===== src/rtl/quant_sequencer_pkg.sv =====
// quant_sequencer_pkg: shared state encoding, tag layout and zigzag scan ROM
// Items: state_e (IDLE/ISSUE/DRAIN/DONE), tag bit positions, ZIGZAG[k] raster address of zigzag position k.
package quant_sequencer_pkg;
  typedef enum logic [1:0] {IDLE, ISSUE, DRAIN, DONE} state_e;
  localparam int BLOCK_LEN = 64;
  localparam int TAG_PAR = 7;
  localparam int TAG_RSV = 6;
  localparam int TAG_IDX_W = 6;
  localparam logic [5:0] ZIGZAG [64] = '{
    6'd0,  6'd1,  6'd8,  6'd16, 6'd9,  6'd2,  6'd3,  6'd10,
    6'd17, 6'd24, 6'd32, 6'd25, 6'd18, 6'd11, 6'd4,  6'd5,
    6'd12, 6'd19, 6'd26, 6'd33, 6'd40, 6'd48, 6'd41, 6'd34,
    6'd27, 6'd20, 6'd13, 6'd6,  6'd7,  6'd14, 6'd21, 6'd28,
    6'd35, 6'd42, 6'd49, 6'd56, 6'd57, 6'd50, 6'd43, 6'd36,
    6'd29, 6'd22, 6'd15, 6'd23, 6'd30, 6'd37, 6'd44, 6'd51,
    6'd58, 6'd59, 6'd52, 6'd45, 6'd38, 6'd31, 6'd39, 6'd46,
    6'd53, 6'd60, 6'd61, 6'd54, 6'd47, 6'd55, 6'd62, 6'd63
  };
  function automatic logic [7:0] make_tag(logic par, logic [TAG_IDX_W-1:0] idx);
    return {par, 1'b0, idx};
  endfunction
endpackage


===== src/rtl/quant_sequencer_if.sv =====
// quant_sequencer_if: control, RAM read, divider and result signals of the quantizer sequencer
// slave: the sequencer side; master: the surrounding system (RAMs, divider, host, consumer).
interface quant_sequencer_if #(
  parameter int DIVIDEND_WIDTH = 16,
  parameter int DIVISOR_WIDTH = 8
);
  logic start;
  logic busy;
  logic done;
  logic [5:0] coef_addr;
  logic signed [DIVIDEND_WIDTH-1:0] coef_data;
  logic [5:0] qtab_addr;
  logic [DIVISOR_WIDTH-1:0] qtab_data;
  logic div_input_valid;
  logic [7:0] div_tag;
  logic signed [DIVIDEND_WIDTH-1:0] div_dividend;
  logic [DIVISOR_WIDTH-1:0] div_divisor;
  logic div_output_valid;
  logic [7:0] div_tag_out;
  logic signed [DIVIDEND_WIDTH-1:0] div_quotient;
  logic out_valid;
  logic [5:0] out_index;
  logic signed [DIVIDEND_WIDTH-1:0] out_data;
  logic tag_error;
  modport slave (
    input start, coef_data, qtab_data, div_output_valid, div_tag_out, div_quotient,
    output busy, done, coef_addr, qtab_addr, div_input_valid, div_tag, div_dividend,
    output div_divisor, out_valid, out_index, out_data, tag_error
  );
  modport master (
    output start, coef_data, qtab_data, div_output_valid, div_tag_out, div_quotient,
    input busy, done, coef_addr, qtab_addr, div_input_valid, div_tag, div_dividend,
    input div_divisor, out_valid, out_index, out_data, tag_error
  );
endinterface


===== src/rtl/quant_bias.sv =====
// quant_bias: zero-safe divisor and round-half-away bias with saturation for the divider
// coef_i/q_i: raw coefficient and quantizer step; dividend_o/divisor_o: values to issue.
module quant_bias #(
  parameter int DIVIDEND_WIDTH = 16,
  parameter int DIVISOR_WIDTH = 8
) (
  input  logic signed [DIVIDEND_WIDTH-1:0] coef_i,
  input  logic [DIVISOR_WIDTH-1:0]         q_i,
  output logic signed [DIVIDEND_WIDTH-1:0] dividend_o,
  output logic [DIVISOR_WIDTH-1:0]         divisor_o
);
  localparam int W = DIVIDEND_WIDTH;
  localparam int Q = DIVISOR_WIDTH;
  logic signed [W:0] ext, half, d;
  always_comb begin
    divisor_o = (q_i == '0) ? Q'(1) : q_i;
    ext = {coef_i[W-1], coef_i};
    half = {{(W+1-Q){1'b0}}, divisor_o >> 1};
    d = coef_i[W-1] ? ext - half : ext + half;
    // top two bits disagree only when the biased value left the W-bit range
    dividend_o = (d[W] != d[W-1]) ? {d[W], {(W-1){~d[W]}}} : d[W-1:0];
  end
endmodule


===== src/rtl/quant_sequencer.sv =====
// quant_sequencer: zigzag-ordered issue of one 8x8 block to a pipelined divider and in-order result collection
// clock/nreset: clock and async active-low reset; bus: start/busy/done, RAM reads, divider issue/result, output stream.
module quant_sequencer
  import quant_sequencer_pkg::*;
#(
  parameter int DIVIDEND_WIDTH = 16,
  parameter int DIVISOR_WIDTH = 8
) (
  input logic clock,
  input logic nreset,
  quant_sequencer_if.slave bus
);
  localparam int W = DIVIDEND_WIDTH;
  localparam int Q = DIVISOR_WIDTH;
  state_e state_q;
  logic [TAG_IDX_W-1:0] k_q;
  logic [6:0] rx_q;
  logic par_q, busy_q, done_q;
  logic [5:0] addr_q;
  logic v0_q, v1_q, div_v_q;
  logic [7:0] t0_q, t1_q, div_tag_q;
  logic signed [W-1:0] dvd, div_dvd_q, out_data_q;
  logic [Q-1:0] dvs, div_dvs_q;
  logic out_valid_q, tag_err_q;
  logic [5:0] out_index_q;
  logic accept;
  // a result is taken only while a block is open and only if it is the next one in sequence
  assign accept = bus.div_output_valid && (state_q == ISSUE || state_q == DRAIN) && !rx_q[6] &&
                  bus.div_tag_out[TAG_PAR] == par_q && !bus.div_tag_out[TAG_RSV] &&
                  bus.div_tag_out[TAG_IDX_W-1:0] == rx_q[5:0];
  quant_bias #(.DIVIDEND_WIDTH(W), .DIVISOR_WIDTH(Q)) u_bias (
    .coef_i(bus.coef_data),
    .q_i(bus.qtab_data),
    .dividend_o(dvd),
    .divisor_o(dvs)
  );
  always_ff @(posedge clock or negedge nreset)
    if (!nreset) begin
      state_q <= IDLE;
      k_q <= '0;
      rx_q <= '0;
      par_q <= 1'b0;
      busy_q <= 1'b0;
      done_q <= 1'b0;
      addr_q <= '0;
      v0_q <= 1'b0;
      t0_q <= '0;
    end else begin
      done_q <= 1'b0;
      v0_q <= 1'b0;
      if (accept) rx_q <= rx_q + 7'd1;
      case (state_q)
        IDLE: if (bus.start) begin
          state_q <= ISSUE;
          k_q <= '0;
          rx_q <= '0;
          par_q <= ~par_q;
          busy_q <= 1'b1;
        end
        ISSUE: begin
          addr_q <= ZIGZAG[k_q];
          v0_q <= 1'b1;
          t0_q <= make_tag(par_q, k_q);
          k_q <= k_q + 1'b1;
          if (k_q == 6'(BLOCK_LEN - 1)) state_q <= DRAIN;
        end
        DRAIN: if (rx_q == 7'(BLOCK_LEN)) begin
          state_q <= DONE;
          done_q <= 1'b1;
          busy_q <= 1'b0;
        end
        default: state_q <= IDLE;
      endcase
    end
  // stage 1 waits for the RAM read, stage 2 registers the biased divider operands
  always_ff @(posedge clock or negedge nreset)
    if (!nreset) begin
      v1_q <= 1'b0;
      t1_q <= '0;
      div_v_q <= 1'b0;
      div_tag_q <= '0;
      div_dvd_q <= '0;
      div_dvs_q <= '0;
      out_valid_q <= 1'b0;
      out_index_q <= '0;
      out_data_q <= '0;
      tag_err_q <= 1'b0;
    end else begin
      v1_q <= v0_q;
      t1_q <= t0_q;
      div_v_q <= v1_q;
      if (v1_q) begin
        div_tag_q <= t1_q;
        div_dvd_q <= dvd;
        div_dvs_q <= dvs;
      end
      out_valid_q <= accept;
      if (accept) begin
        out_index_q <= bus.div_tag_out[TAG_IDX_W-1:0];
        out_data_q <= bus.div_quotient;
      end
      tag_err_q <= tag_err_q | (bus.div_output_valid & ~accept);
    end
  assign bus.busy = busy_q;
  assign bus.done = done_q;
  assign bus.coef_addr = addr_q;
  assign bus.qtab_addr = addr_q;
  assign bus.div_input_valid = div_v_q;
  assign bus.div_tag = div_tag_q;
  assign bus.div_dividend = div_dvd_q;
  assign bus.div_divisor = div_dvs_q;
  assign bus.out_valid = out_valid_q;
  assign bus.out_index = out_index_q;
  assign bus.out_data = out_data_q;
  assign bus.tag_error = tag_err_q;
endmodule

===== src/flat_wrapper.sv =====
// flat-port wrapper written by rule: the top's interface ports become plain ports
module quant_sequencer_flat import quant_sequencer_pkg::*;
#(
  parameter int DIVIDEND_WIDTH = 16,
  parameter int DIVISOR_WIDTH = 8
)
  (clock, nreset, bus_start, bus_coef_data, bus_qtab_data, bus_div_output_valid, bus_div_tag_out, bus_div_quotient, bus_busy, bus_done, bus_coef_addr, bus_qtab_addr, bus_div_input_valid, bus_div_tag, bus_div_dividend, bus_div_divisor, bus_out_valid, bus_out_index, bus_out_data, bus_tag_error);
  quant_sequencer_if #(.DIVIDEND_WIDTH(DIVIDEND_WIDTH), .DIVISOR_WIDTH(DIVISOR_WIDTH)) bus_i ();
  input logic clock;
  input logic nreset;
  input wire logic [$bits(bus_i.start)-1:0] bus_start;
  input wire logic [$bits(bus_i.coef_data)-1:0] bus_coef_data;
  input wire logic [$bits(bus_i.qtab_data)-1:0] bus_qtab_data;
  input wire logic [$bits(bus_i.div_output_valid)-1:0] bus_div_output_valid;
  input wire logic [$bits(bus_i.div_tag_out)-1:0] bus_div_tag_out;
  input wire logic [$bits(bus_i.div_quotient)-1:0] bus_div_quotient;
  output wire logic [$bits(bus_i.busy)-1:0] bus_busy;
  output wire logic [$bits(bus_i.done)-1:0] bus_done;
  output wire logic [$bits(bus_i.coef_addr)-1:0] bus_coef_addr;
  output wire logic [$bits(bus_i.qtab_addr)-1:0] bus_qtab_addr;
  output wire logic [$bits(bus_i.div_input_valid)-1:0] bus_div_input_valid;
  output wire logic [$bits(bus_i.div_tag)-1:0] bus_div_tag;
  output wire logic [$bits(bus_i.div_dividend)-1:0] bus_div_dividend;
  output wire logic [$bits(bus_i.div_divisor)-1:0] bus_div_divisor;
  output wire logic [$bits(bus_i.out_valid)-1:0] bus_out_valid;
  output wire logic [$bits(bus_i.out_index)-1:0] bus_out_index;
  output wire logic [$bits(bus_i.out_data)-1:0] bus_out_data;
  output wire logic [$bits(bus_i.tag_error)-1:0] bus_tag_error;
  assign bus_i.start = bus_start;
  assign bus_i.coef_data = bus_coef_data;
  assign bus_i.qtab_data = bus_qtab_data;
  assign bus_i.div_output_valid = bus_div_output_valid;
  assign bus_i.div_tag_out = bus_div_tag_out;
  assign bus_i.div_quotient = bus_div_quotient;
  assign bus_busy = bus_i.busy;
  assign bus_done = bus_i.done;
  assign bus_coef_addr = bus_i.coef_addr;
  assign bus_qtab_addr = bus_i.qtab_addr;
  assign bus_div_input_valid = bus_i.div_input_valid;
  assign bus_div_tag = bus_i.div_tag;
  assign bus_div_dividend = bus_i.div_dividend;
  assign bus_div_divisor = bus_i.div_divisor;
  assign bus_out_valid = bus_i.out_valid;
  assign bus_out_index = bus_i.out_index;
  assign bus_out_data = bus_i.out_data;
  assign bus_tag_error = bus_i.tag_error;
  quant_sequencer #(.DIVIDEND_WIDTH(DIVIDEND_WIDTH), .DIVISOR_WIDTH(DIVISOR_WIDTH)) u_core (.clock(clock), .nreset(nreset), .bus(bus_i));
endmodule

===== config.mk =====
export PLATFORM = sky130hd
export DESIGN_NAME = quant_sequencer_flat
export DESIGN_NICKNAME = d
export VERILOG_FILES = /design/src/rtl/quant_sequencer_pkg.sv /design/src/rtl/quant_sequencer_if.sv /design/src/rtl/quant_bias.sv /design/src/rtl/quant_sequencer.sv /design/src/flat_wrapper.sv
export SDC_FILE = /design/constraint.sdc
export NUM_CORES = 1
export LEC_CHECK = 0
export CAP_MARGIN = 30
export CORE_UTILIZATION = 53
export CTS_BUF_LIST = sky130_fd_sc_hd__clkbuf_4 sky130_fd_sc_hd__clkbuf_8
export DETAILED_ROUTE_END_ITERATION = 10
export GPL_ROUTABILITY_DRIVEN = 0
export PLACE_DENSITY = 0.83
export SLEW_MARGIN = 5
export SYNTH_ARGS = -nofsm -noshare
export SYNTH_HDL_FRONTEND = slang
export SYNTH_SLANG_ARGS = --single-unit

===== constraint.sdc =====
create_clock -name clock -period 3.4 [get_ports clock]
set_clock_uncertainty 0.1 [all_clocks]
set_input_delay 0.34 -clock clock [delete_from_list [all_inputs] [get_ports clock]]
set_output_delay 0.34 -clock clock [all_outputs]
set_load 0.02 [all_outputs]

==> metrics.txt, run 1 <==
Post-synth EDFFs 0; Hold WC Path Type input port to flop; most frequent cells in the layout clkdlybuf4s50_1 (115), dfrtp_1 (96), buf_4 (74); Port Buf Inserts 121; Nets 838; largest net degree at the start of global routing 75; via count 5100; Reg2Reg Launch Point u_core.k_q[1]; Int Power 2.897 mW; register area share after synthesis 0.4159; NetSw 1.848 mW; Final Max Tran Viols 0; Switching Share 0.3895; Mean Syn Cell Area 10.12 sq um; status finished, final reports clean; clock root cell clkbuf_8; TritonCTS buffer count 9; Syn Nets 663; chip height 106.4 microns; dominant synthesized flop cell dfrtp_1; area grow syn2layout 41.74%; number of antenna violations at the first check in global routing 0; total negative slack 0 ns; vias in the first global route 5077; HPWL Detailed 11150 microns; yosys warns 0; CP startpoint kind input port; non-filler cells, final 887; Max clock buf depth 2; Clk pwr share 0.176; Syn Std Cell Area 0.005777 sq mm; Wirelength per Cell 18.37 microns; FF-to-FF End u_core.bus.coef_addr[1]; grt total ovfl 0; Least-Margin Pin Slew 0.8027 ns; Reg power frac 0.338; site row count 37; final setup vio count 0; Reg clk slew, reported paths 0.11 ns; CTS H-tree lvls 3; Area after DPL 0.007498 sq mm; Starting Density 0.5521; Yosys reg bits 96; max_cap viols 0; Die W 106.4 microns; Fmax 0.2948 GHz; Final ANT Viol Nets 0; gate count of the mapped netlist 571; DRT iter0 DRCs 278; Critical Path End u_core.bus.div_dividend[5]; Rel. slew slack 0.4648; CP required 3.61 ns; Worst EP arrival 3.60 ns; total die area 0.01132 sq mm; PnR worst setup slack 0.007884 ns; Hold WS 0.2275 ns; final hold violations 0; Yosys top cell area share 0.4159; commonest non-fill, non-tap cell in the layout clkdlybuf4s50_1; CP Class input port to flop; Boundary Pins 123; DRC 0; final wirelength 16290 microns; pre-CTS WS -0.6631 ns; Comb power frac 0.486; register area 0.002402 sq mm; asr flop ratio synth 1.000; layout cells sized above 1 0.2743; clk_lat worst skew 0.38 ns; Core Box Area 0.01046 sq mm; setup slack, reg-to-reg 0.87 ns; Worst R2R Path Depth 7; first-pass GRT wire length 24870 microns; Leak 3.696 nW; CTS tree done; global-route total usage across every layer 0.2802; antenna cell count 0; DRT Pass-1 Iters 5; Finished Cell Area 0.008188 sq mm; area leader, netlist dfrtp_1; Synth area leaders dfrtp_1 (42%), mux2_2 (9.0%), ha_1 (8.4%); filler cell count 645; placed cell count 857; PD cells 579.5 mW/mm^2; critical-path maximum fanout 12; # clock sinks 96; total power 4.745 mW; post-synth cell types 67; area of the multi-input gates 0.003336 sq mm; Finished Core Util 0.7826; crit path launch bus_qtab_data[5]; DR vias/cell 5.750; fin crit period 3.392 ns; Crit. End Element flop; period utilization 0.9977; largest vdd supply drop 0.3646 mV
flip-flops by register name, summed over array words and instances, names as in the netlist, 2 cells and up:
register                 cells
u_core.state_q               2
u_core.t1_q                  7
u_core.bus.out_data         16
u_core.k_q                   6
u_core.t0_q                  7
u_core.bus.div_divisor       8
u_core.bus.coef_addr         6
u_core.rx_q                  7
u_core.bus.div_tag           7
u_core.bus.div_dividend     16
u_core.bus.out_index         6
cells by family (layout without fill, tap and decap cells):
family	count (synthesis)	in the layout	share of synthesized area
xor+xnor	25	25	0.03790
other cells	1	1	0.0006491
mux	53	53	0.1040
flops	96	96	0.4159
compound gates	145	145	0.1761
buf+inv	73	253	0.05501
simple gates	138	138	0.1226
fa+ha+maj	40	40	0.08794
worst max-delay path, cell delays in order:
cell             delay [ns]
clkdlybuf4s50_1        0.44
buf_4                  0.19
nor4_4                 0.29
ha_1                   0.28
mux2i_1                0.19
ha_1                   0.30
a21o_1                 0.19
nand2_1                0.07
o221ai_1               0.17
buf_4                  0.18
o21a_1                 0.19
nor3_4                 0.25
buf_4                  0.15
o21ai_2                0.08
buf_12                 0.16
o22ai_2                0.12
how the worst min path moves through the flow:
| stage | startpoint | end | depth (start not counted) |
|---|---|---|---|
| 2_1_floorplan | nreset | u_core.bus.busy | 0 |
| 3_3_place_gp | u_core.v0_q | u_core.v1_q | 0 |
| 3_5_place_dp | u_core.v0_q | u_core.v1_q | 0 |
| 4_1_cts | nreset | u_core.bus.div_dividend[12] | 1 |
| 5_1_grt | bus_qtab_data[4] | u_core.bus.div_divisor[4] | 2 |
| 6_report | bus_qtab_data[4] | u_core.bus.div_divisor[4] | 2 |
per-layer routing:
| layer | global-route usage | wire [microns] | part of all wire |
|---|---|---|---|
| met1 | 0.3526 | 6598 | 0.40 |
| met2 | 0.4736 | 8034 | 0.49 |
| met3 | 0.05763 | 1128 | 0.069 |
| met4 | 0.1052 | 532 | 0.033 |
| met5 | 0 | 0 | 0 |
final cells by class:
class	instances	area share
well taps	136	0.02078
repair buffers	204	0.2362
multi-input cells	402	0.4074
flip-flops and latches	96	0.2934
clock inverters	7	0.01192
inverters	33	0.01513
clock buffers	9	0.01513
cell usage after synthesis, types with 5 or more instances:
cell       n
a21o_1    15
a21oi_1   35
buf_4      7
clkbuf_1  27
dfrtp_1   96
ha_1      39
inv_1     32
mux2_2    46
mux2i_1    6
nand2_1   34
nand2b_1   6
nand3_1    6
nand4_1    6
nor2_1    41
nor3_1    11
o211ai_1   7
o21a_1     5
o21ai_0   25
o22ai_2   10
or3_1      6
xnor2_1   13
xor2_1    12
power by group through the flow:
| stage | Sequential (mW) | Clock, mW | Combinational [mW] |
|---|---|---|---|
| 2_1_floorplan | 1.83 | 0 | 1.03 |
| 3_3_place_gp | 1.63 | 0 | 2.04 |
| 3_5_place_dp | 1.65 | 0 | 2.10 |
| 4_1_cts | 1.63 | 0.852 | 2.16 |
| 5_1_grt | 1.64 | 0.890 | 2.47 |
| 6_report | 1.60 | 0.837 | 2.31 |
timing repair:
item                                    in CTS  in global routing
buffers inserted                             2                  8
gates resized for setup                     25                 33
endpoints found under the hold margin        0                 21
endpoints found under the setup margin      16                 15
hold buffers                                 0                  1
pin swaps                                    7                 16
No activity file was read; power rests on OpenSTA's default activity.
==> inputs of run 2 (changes only) <==
--- a/config.mk
+++ b/config.mk
@@ -6,12 +6,13 @@
 export NUM_CORES = 1
 export LEC_CHECK = 0
 export CAP_MARGIN = 30
-export CORE_UTILIZATION = 53
+export CELL_PAD_IN_SITES_DETAIL_PLACEMENT = 2
+export CELL_PAD_IN_SITES_GLOBAL_PLACEMENT = 2
+export CORE_UTILIZATION = 33
 export CTS_BUF_LIST = sky130_fd_sc_hd__clkbuf_4 sky130_fd_sc_hd__clkbuf_8
 export DETAILED_ROUTE_END_ITERATION = 10
 export GPL_ROUTABILITY_DRIVEN = 0
-export PLACE_DENSITY = 0.83
-export SLEW_MARGIN = 5
+export PLACE_DENSITY_LB_ADDON = 0.1
 export SYNTH_ARGS = -nofsm -noshare
 export SYNTH_HDL_FRONTEND = slang
 export SYNTH_SLANG_ARGS = --single-unit
==> run 2 against run 1 <==
Compared with the run above: sequential share of layout area increased by 0.25 points; clock-buffer cell count grew 2; non-clock buffer count grew 1; final area fell by 0.84%; die area is 59% higher; critical path type unchanged; total power is 2.6% lower; combinational power decreased by 3%; clock power fell by 7.3%.
==> metrics.txt, run 2 (synthesis results as in run 1) <==
critical-path maximum fanout 5 (-7); Port Buf Inserts 121 (unchanged); grt total ovfl 0 (unchanged); area grow syn2layout 40.55%; total die area 0.01804 sq mm (+59%); Reg clk slew, reported paths 0.10 ns (about the same); Area after DPL 0.007685 sq mm (+2.5%); TritonCTS buffer count 9 (unchanged); clk_lat worst skew 0.38 ns (about the same); highest metal layer with signal wires met4; Hold WC Path Type flop to flop; Finished Cell Area 0.008119 sq mm (-0.84%); fin crit period 3.242 ns (-0.1496 ns); largest vdd supply drop 0.2725 mV (-25%); status finished, final reports clean; register area 0.002402 sq mm (unchanged); met2 wire len 10510 microns (+31%); Comb power frac 0.486 (about the same); DRT iter0 DRCs 118 (-58%); setup slack, reg-to-reg 0.91 ns (+0.04 ns); global-route total usage across every layer 0.2189 (-0.06125); NetSw 1.814 mW (-1.8%); chip height 134.3 microns (+26%); DR vias/cell 5.140 (-11%); Least-Margin Pin Slew 0.8615 ns (+0.05881 ns); met1 WL 7857 microns (+19%); Worst EP arrival 3.43 ns (-0.17 ns); max_cap viols 0 (unchanged); Most common cell on crit path ha_1; most frequent cells in the layout clkdlybuf4s50_1 (113), dfrtp_1 (96), buf_4 (82); via count 5022 (-1.5%); Starting Density 0.3363 (-0.2158); Boundary Pins 123 (unchanged); period utilization 0.9537 (-0.04401); Hold WS 0.2440 ns (+0.01644 ns); largest net degree at the start of global routing 41 (-45%); first-pass GRT wire length 30570 microns (+23%); CP startpoint kind input port; filler cell count 1819 (+180%); crit-path cells dlygate4sd2_1 > inv_1 > ha_1 > nand2b_4 > nor4_2 > ha_1 > mux2i_1 > ha_1 > a21o_1 > nand2_1 > o221ai_2 > buf_4 > o21a_1 > nor3_4 > buf_4 > a21boi_2 > a221oi_1; Max clock buf depth 2 (unchanged); site row count 48 (+30%); WP buf/inv 4 (-1); DRC 0 (unchanged); Worst path max stage delay 0.29 ns (-0.15 ns); Final ANT Viol Nets 0 (unchanged); Core Box Area 0.01718 sq mm (+64%); area of the multi-input gates 0.003258 sq mm (-2.3%); Leak 3.648 nW (-1.3%); final setup vio count 0 (unchanged); Finished Core Util 0.4727 (-0.3099); Critical Path Slowest Stage Cell ha_1; Reg power frac 0.347 (+0.009); final wirelength 19160 microns (+18%); HPWL Detailed 14260 microns (+28%); number of antenna violations at the first check in global routing 0 (unchanged); Nets 839 (+0.12%); Crit. End Element flop; # clock sinks 96 (unchanged); Clk pwr share 0.168 (-0.008); PD cells 568.9 mW/mm^2 (-1.8%); CTS H-tree lvls 3 (unchanged); antenna cell count 0 (unchanged); final hold violations 0 (unchanged); CP required 3.59 ns (-0.02 ns); vias in the first global route 5707 (+12%); Final Max Tran Viols 0 (unchanged); DRT Pass-1 Iters 4 (-1); layout cells sized above 1 0.2580 (-0.01632); CTS tree done; Rel. slew slack 0.4256 (-0.03920); total negative slack 0 ns (unchanged); Fmax 0.3084 GHz (+4.6%); cell family with most CP delay compound AO/OA/AOI/OAI gates; Routed met3 length 434 microns (-62%); Int Power 2.805 mW (-3.2%); clock root cell clkbuf_8; Switching Share 0.3928 (+0.003305); CP Class input port to flop; commonest non-fill, non-tap cell in the layout clkdlybuf4s50_1; Die W 134.3 microns (+26%); Wirelength per Cell 19.61 microns (+6.8%)
[run 2: cell types whose count changed in the layout (fill, tap and decap cells not counted), sizes merged]
cell           before  now
buf                83   84
bufinv              1    0
clkbuf              9   11
clkdlybuf4s50     115  113
clkinv              3    2
dlygate4sd2         1    5
dlymetal6s2s        4    2
[run 2: final timing paths]
kind / start / endpoint / depth (start not counted)
min in group asynchronous: nreset / u_core.bus.div_dividend[14] / 2
setup reg to reg: u_core.state_q[0] / u_core.rx_q[5] / 8
max in group asynchronous: nreset / u_core.bus.div_divisor[2] / 3
setup / recovery: bus_qtab_data[2] / u_core.bus.div_dividend[9] / 17
hold / removal: u_core.v0_q / u_core.v1_q / 0
hold reg to reg: u_core.v0_q / u_core.v1_q / 0
[run 2: metal layers]
| layer | GRT usage | vias to the layer above |
|---|---|---|
| met5 | 0 | - |
| met4 | 0.07615 | 0 |
| met3 | 0.02683 | 26 |
| met2 | 0.4105 | 70 |
| met1 | 0.2548 | 2548 |
| li1 | - | 2378 |
[run 2: what timing repair did]
action	in CTS	in global routing
endpoints found under the setup margin	16	16
endpoints found under the hold margin	38	0
hold buffers	1	0
buffers inserted	4	0
gates resized for setup	25	15
pin swaps	8	3
[run 2: cell type report]
type | count | area share
Clock inverter | 5 | 0.005548
Timing Repair Buffer | 205 | 0.2287
Clock buffer | 11 | 0.01865
Sequential cell | 96 | 0.2959
Multi-Input combinational cell | 402 | 0.4013
Inverter | 33 | 0.01526
Tap cell | 225 | 0.03467
[run 2: through the flow]
stage	instances	total power [mW]	worst slack, ns
2_1_floorplan	571	2.862	0.03897
3_3_place_gp	956	3.720	-0.5925
3_5_place_dp	956	3.825	-0.7064
4_1_cts	977	4.663	0.03695
5_1_grt	977	4.914	-0.01286
6_report	977	4.619	0.1575
[run 2: power groups by stage]
stage               clock network [mW]  registers [mW]  logic, mW
global route                     0.846            1.64       2.43
CTS                              0.805            1.61       2.25
detailed placement                   0            1.63       2.20
floorplan                            0            1.83       1.03
finish                           0.776            1.60       2.24
global placement                     0            1.60       2.12
